## config.mk

```make
export PLATFORM = sky130hd
export DESIGN_NAME = addsub_arbiter_flat
export DESIGN_NICKNAME = d
export VERILOG_FILES = /design/src/rtl/addsub_arbiter_if.sv /design/src/rtl/addsub_arbiter.sv /design/src/flat_wrapper.sv
export SDC_FILE = /design/constraint.sdc
export NUM_CORES = 1
export LEC_CHECK = 0
export BUFFER_PORTS_ARGS = -buffer_cell sky130_fd_sc_hd__buf_2
export CORE_MARGIN = 3
export CORE_UTILIZATION = 50
export DETAILED_ROUTE_END_ITERATION = 8
export MAX_ROUTING_LAYER = met4
export PLACE_DENSITY = 0.85
export SYNTH_ARGS = -nofsm -noshare
export SYNTH_HDL_FRONTEND = slang
export SYNTH_SLANG_ARGS = --single-unit
```

## constraint.sdc

```tcl
create_clock -name clk -period 6.5 [get_ports clk]
set_clock_uncertainty 0.15 [all_clocks]
set_input_delay 0 -clock clk [delete_from_list [all_inputs] [get_ports clk]]
set_output_delay 0 -clock clk [all_outputs]
set_load 0.05 [all_outputs]
```

## src/rtl/addsub_arbiter_if.sv

```systemverilog
`default_nettype none
// ============================================================================
// Module      : addsub_arbiter_if
// Description : Request/response handshake bundle for the two-port shared
//               saturating add/subtract unit. The slave modport is the
//               arbiter; the master modport is the requester/consumer side.
// Revision    : 1.0 - initial release
// ============================================================================
interface addsub_arbiter_if #(
    parameter int WIDTH = 16
);
    // Port 0 request
    logic             req0_valid;
    logic             req0_ready;
    logic [WIDTH-1:0] req0_a;
    logic [WIDTH-1:0] req0_b;
    logic             req0_sub;
    // Port 1 request
    logic             req1_valid;
    logic             req1_ready;
    logic [WIDTH-1:0] req1_a;
    logic [WIDTH-1:0] req1_b;
    logic             req1_sub;
    // Port 0 response
    logic             resp0_valid;
    logic             resp0_ready;
    logic [WIDTH-1:0] resp0_sum;
    logic             resp0_ovf;
    // Port 1 response
    logic             resp1_valid;
    logic             resp1_ready;
    logic [WIDTH-1:0] resp1_sum;
    logic             resp1_ovf;

    modport slave (
        input  req0_valid, req0_a, req0_b, req0_sub,
        output req0_ready,
        input  req1_valid, req1_a, req1_b, req1_sub,
        output req1_ready,
        output resp0_valid, resp0_sum, resp0_ovf,
        input  resp0_ready,
        output resp1_valid, resp1_sum, resp1_ovf,
        input  resp1_ready
    );

    modport master (
        output req0_valid, req0_a, req0_b, req0_sub,
        input  req0_ready,
        output req1_valid, req1_a, req1_b, req1_sub,
        input  req1_ready,
        input  resp0_valid, resp0_sum, resp0_ovf,
        output resp0_ready,
        input  resp1_valid, resp1_sum, resp1_ovf,
        output resp1_ready
    );
endinterface
`default_nettype wire

```

## src/rtl/addsub_arbiter.sv

```systemverilog
`default_nettype none
// ============================================================================
// Module      : cla_16bit / addsub_arbiter
// Description : One 16-bit carry-lookahead adder shared by two requesters
//               through a round-robin arbiter. Each accepted request is
//               executed once, saturated to signed 16-bit range and held on
//               the owner's response port until the consumer accepts it.
// Revision    : 1.0 - initial release
// ============================================================================

// 16-bit adder: four 4-bit lookahead groups with a second lookahead level
// across the groups, so no carry ripples between groups.
module cla_16bit (
    input  wire logic [15:0] a,
    input  wire logic [15:0] b,
    input  wire logic        cin,
    output logic      [15:0] sum,
    output logic             cout
);
    logic [15:0] w_p;
    logic [15:0] w_g;
    logic [15:0] w_c;
    logic [3:0]  w_grp_p;
    logic [3:0]  w_grp_g;
    logic [4:0]  w_gc;

    assign w_p = a ^ b;
    assign w_g = a & b;

    genvar gi;
    generate
        for (gi = 0; gi < 4; gi++) begin : g_grp
            logic [3:0] w_gp;
            logic [3:0] w_gg;
            logic       w_ci;
            assign w_gp = w_p[4*gi +: 4];
            assign w_gg = w_g[4*gi +: 4];
            assign w_ci = w_gc[gi];
            assign w_grp_p[gi] = &w_gp;
            assign w_grp_g[gi] = w_gg[3] | (w_gp[3] & w_gg[2])
                               | (w_gp[3] & w_gp[2] & w_gg[1])
                               | (w_gp[3] & w_gp[2] & w_gp[1] & w_gg[0]);
            assign w_c[4*gi]   = w_ci;
            assign w_c[4*gi+1] = w_gg[0] | (w_gp[0] & w_ci);
            assign w_c[4*gi+2] = w_gg[1] | (w_gp[1] & w_gg[0])
                               | (w_gp[1] & w_gp[0] & w_ci);
            assign w_c[4*gi+3] = w_gg[2] | (w_gp[2] & w_gg[1])
                               | (w_gp[2] & w_gp[1] & w_gg[0])
                               | (w_gp[2] & w_gp[1] & w_gp[0] & w_ci);
        end
    endgenerate

    // Second-level lookahead: group carries in closed form from cin.
    assign w_gc[0] = cin;
    assign w_gc[1] = w_grp_g[0] | (w_grp_p[0] & cin);
    assign w_gc[2] = w_grp_g[1] | (w_grp_p[1] & w_grp_g[0])
                   | (w_grp_p[1] & w_grp_p[0] & cin);
    assign w_gc[3] = w_grp_g[2] | (w_grp_p[2] & w_grp_g[1])
                   | (w_grp_p[2] & w_grp_p[1] & w_grp_g[0])
                   | (w_grp_p[2] & w_grp_p[1] & w_grp_p[0] & cin);
    assign w_gc[4] = w_grp_g[3] | (w_grp_p[3] & w_grp_g[2])
                   | (w_grp_p[3] & w_grp_p[2] & w_grp_g[1])
                   | (w_grp_p[3] & w_grp_p[2] & w_grp_p[1] & w_grp_g[0])
                   | (&w_grp_p & cin);

    assign sum  = w_p ^ w_c;
    assign cout = w_gc[4];
endmodule

module addsub_arbiter #(
    parameter int WIDTH = 16,
    parameter int CNT_W = 16
) (
    input  wire logic             clk,
    input  wire logic             rst_n,
    addsub_arbiter_if.slave       bus,
    output logic                  busy,
    output logic [CNT_W-1:0]      cnt0,
    output logic [CNT_W-1:0]      cnt1
);
    typedef enum logic [1:0] {
        ST_IDLE = 2'd0,
        ST_EXEC = 2'd1,
        ST_RESP = 2'd2
    } state_t;

    state_t           r_state;
    state_t           w_next;
    logic             r_last_grant;
    logic [WIDTH-1:0] r_a;
    logic [WIDTH-1:0] r_b;
    logic             r_sub;
    logic             r_owner;
    logic [WIDTH-1:0] r_sum0;
    logic             r_ovf0;
    logic [WIDTH-1:0] r_sum1;
    logic             r_ovf1;
    logic [CNT_W-1:0] r_cnt0;
    logic [CNT_W-1:0] r_cnt1;

    logic             w_rdy0;
    logic             w_rdy1;
    logic             w_accept;
    logic             w_resp_hs;
    logic [WIDTH-1:0] w_b_eff;
    logic [WIDTH-1:0] w_raw;
    logic             w_unused_cout;
    logic             w_ovf;
    logic [WIDTH-1:0] w_sat;

    // Subtraction is A + ~B + 1, so the carry-in doubles as the sub flag.
    assign w_b_eff = r_sub ? ~r_b : r_b;

    cla_16bit u_cla (
        .a    (r_a),
        .b    (w_b_eff),
        .cin  (r_sub),
        .sum  (w_raw),
        .cout (w_unused_cout)
    );

    // Signed overflow and clamp toward the sign of operand A.
    always_comb begin
        w_ovf = 1'b0;
        w_sat = w_raw;
        if (r_sub) begin
            w_ovf = (r_a[WIDTH-1] != r_b[WIDTH-1]) && (w_raw[WIDTH-1] != r_a[WIDTH-1]);
        end else begin
            w_ovf = (r_a[WIDTH-1] == r_b[WIDTH-1]) && (w_raw[WIDTH-1] != r_a[WIDTH-1]);
        end
        if (w_ovf) begin
            w_sat = r_a[WIDTH-1] ? {1'b1, {(WIDTH-1){1'b0}}} : {1'b0, {(WIDTH-1){1'b1}}};
        end
    end

    // State register.
    always_ff @(posedge clk or negedge rst_n) begin
        if (!rst_n) begin
            r_state <= ST_IDLE;
        end else begin
            r_state <= w_next;
        end
    end

    // Grant, handshake outputs and next state. Readies are also gated by
    // rst_n so nothing is offered while reset is asserted.
    always_comb begin
        w_next          = r_state;
        w_rdy0          = 1'b0;
        w_rdy1          = 1'b0;
        w_resp_hs       = 1'b0;
        bus.resp0_valid = 1'b0;
        bus.resp1_valid = 1'b0;
        case (r_state)
            ST_IDLE: begin
                w_rdy0 = rst_n && bus.req0_valid && (!bus.req1_valid || r_last_grant);
                w_rdy1 = rst_n && bus.req1_valid && (!bus.req0_valid || !r_last_grant);
                if (w_rdy0 || w_rdy1) begin
                    w_next = ST_EXEC;
                end
            end
            ST_EXEC: begin
                w_next = ST_RESP;
            end
            ST_RESP: begin
                bus.resp0_valid = !r_owner;
                bus.resp1_valid = r_owner;
                w_resp_hs = r_owner ? bus.resp1_ready : bus.resp0_ready;
                if (w_resp_hs) begin
                    w_next = ST_IDLE;
                end
            end
            default: begin
                w_next = ST_IDLE;
            end
        endcase
    end

    assign w_accept       = w_rdy0 | w_rdy1;
    assign bus.req0_ready = w_rdy0;
    assign bus.req1_ready = w_rdy1;

    // Operand capture on accept and per-port result capture at end of EXEC.
    always_ff @(posedge clk or negedge rst_n) begin
        if (!rst_n) begin
            r_last_grant <= 1'b1;
            r_a          <= '0;
            r_b          <= '0;
            r_sub        <= 1'b0;
            r_owner      <= 1'b0;
            r_sum0       <= '0;
            r_ovf0       <= 1'b0;
            r_sum1       <= '0;
            r_ovf1       <= 1'b0;
        end else begin
            if (w_accept) begin
                r_a          <= w_rdy1 ? bus.req1_a   : bus.req0_a;
                r_b          <= w_rdy1 ? bus.req1_b   : bus.req0_b;
                r_sub        <= w_rdy1 ? bus.req1_sub : bus.req0_sub;
                r_owner      <= w_rdy1;
                r_last_grant <= w_rdy1;
            end
            if (r_state == ST_EXEC) begin
                if (r_owner) begin
                    r_sum1 <= w_sat;
                    r_ovf1 <= w_ovf;
                end else begin
                    r_sum0 <= w_sat;
                    r_ovf0 <= w_ovf;
                end
            end
        end
    end

    // Completed-operation counters, one per port, wrapping naturally.
    always_ff @(posedge clk or negedge rst_n) begin
        if (!rst_n) begin
            r_cnt0 <= '0;
            r_cnt1 <= '0;
        end else if (w_resp_hs) begin
            if (r_owner) begin
                r_cnt1 <= r_cnt1 + 1'b1;
            end else begin
                r_cnt0 <= r_cnt0 + 1'b1;
            end
        end
    end

    assign bus.resp0_sum = r_sum0;
    assign bus.resp0_ovf = r_ovf0;
    assign bus.resp1_sum = r_sum1;
    assign bus.resp1_ovf = r_ovf1;
    assign busy          = (r_state != ST_IDLE);
    assign cnt0          = r_cnt0;
    assign cnt1          = r_cnt1;
endmodule
`default_nettype wire

```

## src/flat_wrapper.sv

```systemverilog
// flat-port wrapper written by rule: the top's interface ports become plain ports
module addsub_arbiter_flat 
#(
    parameter int WIDTH = 16,
    parameter int CNT_W = 16
)
  (clk, rst_n, busy, cnt0, cnt1, bus_req0_valid, bus_req0_a, bus_req0_b, bus_req0_sub, bus_req0_ready, bus_req1_valid, bus_req1_a, bus_req1_b, bus_req1_sub, bus_req1_ready, bus_resp0_valid, bus_resp0_sum, bus_resp0_ovf, bus_resp0_ready, bus_resp1_valid, bus_resp1_sum, bus_resp1_ovf, bus_resp1_ready);
  addsub_arbiter_if #(.WIDTH(WIDTH)) bus_i ();
  input  wire logic clk;
  input  wire logic rst_n;
  output logic busy;
  output logic [CNT_W-1:0] cnt0;
  output logic [CNT_W-1:0] cnt1;
  input wire logic [$bits(bus_i.req0_valid)-1:0] bus_req0_valid;
  input wire logic [$bits(bus_i.req0_a)-1:0] bus_req0_a;
  input wire logic [$bits(bus_i.req0_b)-1:0] bus_req0_b;
  input wire logic [$bits(bus_i.req0_sub)-1:0] bus_req0_sub;
  output wire logic [$bits(bus_i.req0_ready)-1:0] bus_req0_ready;
  input wire logic [$bits(bus_i.req1_valid)-1:0] bus_req1_valid;
  input wire logic [$bits(bus_i.req1_a)-1:0] bus_req1_a;
  input wire logic [$bits(bus_i.req1_b)-1:0] bus_req1_b;
  input wire logic [$bits(bus_i.req1_sub)-1:0] bus_req1_sub;
  output wire logic [$bits(bus_i.req1_ready)-1:0] bus_req1_ready;
  output wire logic [$bits(bus_i.resp0_valid)-1:0] bus_resp0_valid;
  output wire logic [$bits(bus_i.resp0_sum)-1:0] bus_resp0_sum;
  output wire logic [$bits(bus_i.resp0_ovf)-1:0] bus_resp0_ovf;
  input wire logic [$bits(bus_i.resp0_ready)-1:0] bus_resp0_ready;
  output wire logic [$bits(bus_i.resp1_valid)-1:0] bus_resp1_valid;
  output wire logic [$bits(bus_i.resp1_sum)-1:0] bus_resp1_sum;
  output wire logic [$bits(bus_i.resp1_ovf)-1:0] bus_resp1_ovf;
  input wire logic [$bits(bus_i.resp1_ready)-1:0] bus_resp1_ready;
  assign bus_i.req0_valid = bus_req0_valid;
  assign bus_i.req0_a = bus_req0_a;
  assign bus_i.req0_b = bus_req0_b;
  assign bus_i.req0_sub = bus_req0_sub;
  assign bus_req0_ready = bus_i.req0_ready;
  assign bus_i.req1_valid = bus_req1_valid;
  assign bus_i.req1_a = bus_req1_a;
  assign bus_i.req1_b = bus_req1_b;
  assign bus_i.req1_sub = bus_req1_sub;
  assign bus_req1_ready = bus_i.req1_ready;
  assign bus_resp0_valid = bus_i.resp0_valid;
  assign bus_resp0_sum = bus_i.resp0_sum;
  assign bus_resp0_ovf = bus_i.resp0_ovf;
  assign bus_i.resp0_ready = bus_resp0_ready;
  assign bus_resp1_valid = bus_i.resp1_valid;
  assign bus_resp1_sum = bus_i.resp1_sum;
  assign bus_resp1_ovf = bus_i.resp1_ovf;
  assign bus_i.resp1_ready = bus_resp1_ready;
  addsub_arbiter #(.WIDTH(WIDTH), .CNT_W(CNT_W)) u_core (.clk(clk), .rst_n(rst_n), .bus(bus_i), .busy(busy), .cnt0(cnt0), .cnt1(cnt1));
endmodule
```

# After elaboration in Yosys (flattened, before gate mapping)
# Index checks and enable logic that the tools add are counted.
dict set report totals {
  regBits 103
  elab_cells 165
}
dict set report classes {
  n_addsub 2
  n_eq_ne 7
  mux 16
  bitwise 105
  n_reduce_logical 23
}
# op n
set op_table {}
lappend op_table {{$mux W16} 5}
lappend op_table {{$and A1 B1 Y1} 60}
lappend op_table {{$or A1 B1 Y1} 40}
lappend op_table {{$add A16 B1 Y16 const B} 2}
lappend op_table {{$xor A16 B16 Y16} 2}
lappend op_table {{$not A16 Y16} 1}
lappend op_table {{$and A15 B15 Y15} 1}
lappend op_table {{$reduce_and A4 Y1} 3}
lappend op_table {{$reduce_and A2 Y1} 5}
lappend op_table {{$mux W1} 8}
lappend op_table {{$logic_and A1 B1 Y1} 6}
lappend op_table {{$pmux W2 S3} 1}
lappend op_table {{$logic_not A1 Y1} 4}
lappend op_table {{$mux W2} 2}
lappend op_table {{$ne A2 B1 Y1 const B} 2}
lappend op_table {{$logic_or A1 B1 Y1} 3}
lappend op_table {{$eq A2 B1 Y1 const B} 1}
lappend op_table {{$eq A2 B2 Y1 const B} 1}
lappend op_table {{$logic_not A2 Y1} 1}
lappend op_table {{$ne A1 B1 Y1} 2}
lappend op_table {{$reduce_bool A2 Y1} 1}
lappend op_table {{$eq A1 B1 Y1} 1}
lappend op_table {{$not A1 Y1} 1}

# Depth between registers and ports, before layout
dict set report depth {
  ltp_word 18
  depth_mapped 13
  ltp_nobuf 11
}

# By module
# Synthesis repeated with hierarchy kept, for this count alone.
dict set report hier_totals {
  hier_cells 559
  area_unflattened_um2 5361.4
}
# module instances cells_each area_per_inst_um2 seq_area_each_um2
set by_module_without_submodules {}
lappend by_module_without_submodules {addsub_arbiter 1 473 4647.0 2578.7}
lappend by_module_without_submodules {cla_16bit 1 86 714.4 0.0}

# Worst setup path before layout
# Ideal clock, no wire load.
dict set report synth_path {
  path_kind {reg2reg}
  start {register u_core.r_sub}
  end {register u_core.r_sum1[12] (netlist: u_core.bus.resp1_sum[12])}
  arrival_ps 3133
  t_required_ps 6277
  slack_ps 3143
  stages_incl_launch_ff 12
  n_path_buf 2
  synth_period_minus_slack_ps 3357
  cell_sequence {dfrtp_1 buf_4 buf_1 xor2_1 ha_1 a21o_1 a21oi_4 o21ai_2 nor3_1 fa_1 or2_4 a21oi_2}
}
dict set report synth_via {
  elab_chain_cells 17
  word_cells_on_any_way 52
  classes_between {1 x eq/ne; 3 x mux; 43 x bitwise; 5 x reduce/logical}
}
# item line
set synth_rtl {}
lappend synth_rtl {{from (decl)} addsub_arbiter.sv:92} ;# logic r_sub;
lappend synth_rtl {{from (signal assigned)} addsub_arbiter.sv:199} ;# r_sub <= w_rdy1 ? bus.req1_sub : bus.req0_sub;
lappend synth_rtl {{$mux W16} addsub_arbiter.sv:112} ;# assign w_b_eff = r_sub ? ~r_b : r_b;
lappend synth_rtl {{$xor A16 B16 Y16 or $and A15 B15 Y15 (tied branches)} {addsub_arbiter.sv:27, addsub_arbiter.sv:28}}
lappend synth_rtl {{$and A1 B1 Y1, on equally long branches} {addsub_arbiter.sv:40, addsub_arbiter.sv:41, addsub_arbiter.sv:42}}
lappend synth_rtl {{$or A1 B1 Y1, or another cell as far along} addsub_arbiter.sv:40} ;# assign w_grp_g[gi] = w_gg[3] | (w_gp[3] & w_gg[2])
lappend synth_rtl {{$or A1 B1 Y1 or $and A1 B1 Y1 (tied branches)} {addsub_arbiter.sv:41, addsub_arbiter.sv:42}}
lappend synth_rtl {{$or A1 B1 Y1} addsub_arbiter.sv:42} ;# | (w_gp[3] & w_gp[2] & w_gp[1] & w_gg[0]);
lappend synth_rtl {{$and A1 B1 Y1} addsub_arbiter.sv:58} ;# assign w_gc[3] = w_grp_g[2] | (w_grp_p[2] & w_grp_g[1])
lappend synth_rtl {{$or A1 B1 Y1} addsub_arbiter.sv:58}
lappend synth_rtl {{$or A1 B1 Y1} addsub_arbiter.sv:59} ;# | (w_grp_p[2] & w_grp_p[1] & w_grp_g[0])
lappend synth_rtl {{$or A1 B1 Y1} addsub_arbiter.sv:60} ;# | (w_grp_p[2] & w_grp_p[1] & w_grp_p[0] & cin);
lappend synth_rtl {{$and A1 B1 Y1} addsub_arbiter.sv:49} ;# | (w_gp[2] & w_gp[1] & w_gp[0] & w_ci);
lappend synth_rtl {{$or A1 B1 Y1} addsub_arbiter.sv:49}
lappend synth_rtl {{$xor A16 B16 Y16} addsub_arbiter.sv:66} ;# assign sum = w_p ^ w_c;
lappend synth_rtl {{$ne A1 B1 Y1} {addsub_arbiter.sv:127, addsub_arbiter.sv:129}}
lappend synth_rtl {{$logic_and A1 B1 Y1, on equally long branches} {addsub_arbiter.sv:129, addsub_arbiter.sv:127}}
lappend synth_rtl {{$mux W1} addsub_arbiter.sv:126} ;# if (r_sub) begin
lappend synth_rtl {{$mux W16 *} addsub_arbiter.sv:131} ;# if (w_ovf) begin
lappend synth_rtl {{to (signal assigned)} addsub_arbiter.sv:205} ;# r_sum1 <= w_sat;
lappend synth_rtl {{to (decl)} addsub_arbiter.sv:96} ;# logic [WIDTH-1:0] r_sum1;
# Mark *: on every way between the ends. The rest lies on a longest branch, timed or not.
# A chain may end at the register's enable or synchronous reset.

# Worst setup path after layout
dict set report layout_path {
  start {register u_core.r_sub}
  end {register u_core.r_sum1[9] (netlist: u_core.bus.resp1_sum[9])}
}
# The elaborated chain is that of the path after synthesis.

==> key figures <==
Run status
  • Run status: finished, final reports clean

GRT
  • Total gr overflow: 0
  • Global-route wire length before repair: 23.8 mm
  • Overall Global Routing Usage: 25.9%
  • Largest net degree at the start of global routing: 79
  • Vias in the first global route: 4886
  • Initial antenna violation count: 1

Placed design
  • IO buf count: 142
  • Post-DP HPWL: 9.88 mm
  • Final RePlAce weighted congestion: 0.900
  • Cell Area, Placed: 6200 sq um

Die
  • CORE AREA: 10400 sq um
  • Die Y-Extent: 110 um
  • Ports: 143
  • Initial Util: 51.7%
  • Die width: 110 um
  • # rows: 37
  • Die area: 12100 sq um

STA
  • Rel. slew slack: 26.3%
  • Final hold vios: 0
  • Minimum clock period: 3740 ps
  • Final Setup Violations: 0
  • Final period util: 57.5%
  • Slew Limit Fails: 0
  • Actual slew at the worst max-slew pin: 1100 ps
  • Max Fclk: 268 MHz
  • RSZ-0062 raised after global routing: false
  • Setup TNS: 0 ps

Drt
  • DR DRC count: 0
  • Initial DRT Pass Iterations: 5
  • Final wirelength: 14.6 mm
  • Via count: 4881
  • DR WL/cell: 16.2 um
  • Post-DRT Antenna Nets: 0
  • Initial DRC count: 271
  • Via/cell ratio: 5.41

Min path
  • Worst hold path type: in2async

Yosys
  • Mapped Avg Cell Area: 9.72 sq um
  • Yosys warnings: 0
  • Seq/Total Area, Yosys: 47.9%
  • Distinct cells, synth: 58
  • Synth Net Count: 646
  • Synth Register Bits: 103
  • Number of synthesized flops with an enable pin: 0
  • FFs w/ async S/R, synth: 100%
  • Cell area after synthesis: 5390 sq um
  • Post-synthesis cell count: 554
  • Synth area leader: dfrtp_1
  • Synth area leaders: dfrtp_1 47%, nand2_1 6.6%, nor2_1 4.8%
  • Post-synth top area share: 47.4%
  • Synth Flop Type: dfrtp_1

Clocking
  • CTS Root Cell: clkbuf_8
  • Worst-Skew Late Latency: 360 ps
  • Clk sinks: 103
  • CTS Buffer Depth: 2
  • H-tree depth: 3
  • CTS resizes: 0
  • CTS clk-pin slew, worst paths: 90 ps
  • CTS tree: yes
  • Num CTS Buffers: 9

Setup path
  • CP required: 6600 ps
  • FF-to-FF path depth: 8
  • RR Endpoint: u_core.bus.resp1_sum[9]
  • Crit Reg-Reg Startpoint: u_core.r_sub
  • Worst setup SP type: flip-flop
  • R2R setup slack: 2760 ps
  • Worst EP arrival: 3840 ps
  • Maximum net fanout on the critical path: 21
  • CP endpoint kind: flip-flop
  • Type of the worst setup path: reg2reg

Finish
  • Multi-input logic area: 2660 sq um
  • Finished Cell Area: 7140 sq um
  • Share of layout cells above drive strength 1: 24.9%
  • Fillers: 798
  • Reg area: 2580 sq um
  • Nets@finish: 854
  • Area added between synthesis and finish: 32.6%

Job
  • Max Cap Viol: 0
==> worst max-delay path, stage by stage (launching register included) <==
cell and delay, ps:
dfrtp_1 1010, xor2_1 180, ha_1 400, a21oi_2 160
o21ai_1 110, or3b_4 430, o31ai_2 790, nor2_1 190
o22a_1 210
==> stage by stage <==
stage / setup slack (ps) / utilization (%) / hold slack, ps / instances
2_1_floorplan: 3140 / - / -446 / 554
3_3_place_gp: 2900 / 59.5 / -220 / 814
3_5_place_dp: 2840 / 59.5 / -208 / 814
4_1_cts: 2830 / 68.5 / 8.77 / 902
5_1_grt: 2560 / 68.6 / 8.43 / 903
6_report: 2760 / 68.6 / 9.54 / 903
==> registers in the layout (all words and copies together) (netlist names) <==
register,count
u_core.bus.resp1_sum,16
u_core.bus.resp1_ovf,1
u_core.cnt1,16
u_core.r_state,2
u_core.cnt0,16
u_core.r_last_grant,1
u_core.bus.resp0_ovf,1
u_core.r_sub,1
u_core.bus.resp0_sum,16
u_core.r_a,16
u_core.r_owner,1
u_core.r_b,16
==> repair_timing <==
action / CTS / global route
hold buffers: 73 / 0
endpoints found under the hold margin: 64 / 0
setup buffers: 0 / 0
setup endpoints to repair: 0 / 0
==> worst max-delay path by stage <==
stage	from	endpoint	slack, ps	depth (start not counted)
detailed placement	u_core.r_sub	u_core.bus.resp1_sum[9]	2840	8
CTS	u_core.r_sub	u_core.bus.resp1_sum[9]	2830	8
global placement	u_core.r_sub	u_core.bus.resp0_sum[13]	2900	10
global route	u_core.r_sub	u_core.bus.resp1_sum[9]	2560	8
floorplan	u_core.r_sub	u_core.bus.resp1_sum[12]	3140	11
finish	u_core.r_sub	u_core.bus.resp1_sum[9]	2760	8
==> Yosys cell counts (2+ instances only) <==
cell type,n
o22a_1,16
ha_1,17
and4_1,4
a21o_1,3
a21oi_1,16
a21oi_2,6
and2_1,4
nor3_1,5
and3_1,5
nand2b_1,3
nand2_1,95
o21ai_2,5
a21oi_4,3
o21a_1,3
or2_2,2
or2_4,3
dfrtp_1,102
fa_1,3
clkbuf_1,18
mux2i_1,2
nand4_1,9
nor2_1,69
o21ai_0,5
mux2_2,2
a31oi_1,34
nand3_1,14
nor2b_1,3
o31ai_1,2
a211oi_1,6
inv_1,14
xor2_1,28
xnor2_1,27
==> layout make-up <==
type | instances | area share (%)
Multi-Input combinational cell | 415 | 37.3
Sequential cell | 103 | 36.1
Timing Repair Buffer | 218 | 20.5
Tap cell | 136 | 2.38
Clock buffer | 11 | 2.12
Inverter | 15 | 0.789
Clock inverter | 4 | 0.753
Antenna cell | 1 | 0.0350
==> layout by cell type (no fill, tap or decap), drive strengths merged, types with 3 or more instances in the layout <==
cell type    netlist  routed
a211oi             7       7
a21o               3       3
a21oi             25      25
a31oi             34      34
and2               4       4
and3               5       5
and4               4       4
buf                3     145
clkbuf            18      11
dfrtp            102     102
dlygate4sd3        0      73
fa                 3       3
ha                17      17
inv               14      15
nand2             95      95
nand2b             3       3
nand3             14      14
nand4              9       9
nor2              69      69
nor2b              3       3
nor3               5       5
o21a               3       3
o21ai             11      11
o22a              16      16
o31ai              3       3
or2                5       5
xnor2             27      27
xor2              28      28
==> cell families after synthesis <==
| logic type | Yosys count | share of synthesized area [%] |
|---|---|---|
| AOI/OAI and AO/OA | 111 | 15.7 |
| xor gates and xnor gates | 55 | 8.94 |
| adders and majority gates | 21 | 5.27 |
| buffers and inverters | 36 | 2.72 |
| DFF | 103 | 47.9 |
| muxes | 4 | 0.790 |
| and+or+nand+nor | 224 | 18.7 |
==> metal layers <==
metal | up-vias | track usage [%] | wire (um)
met4 | 0 | 8.90 | 369
met1 | 2343 | 32.8 | 6350
met3 | 40 | 4.76 | 835
met2 | 161 | 41.9 | 7050
li1 | 2337 | - | -
met5 | - | - | 0
Power is left out: the tool's default activity adds up to more than one toggle a clock period on the data nets, which glitch-free logic cannot reach.
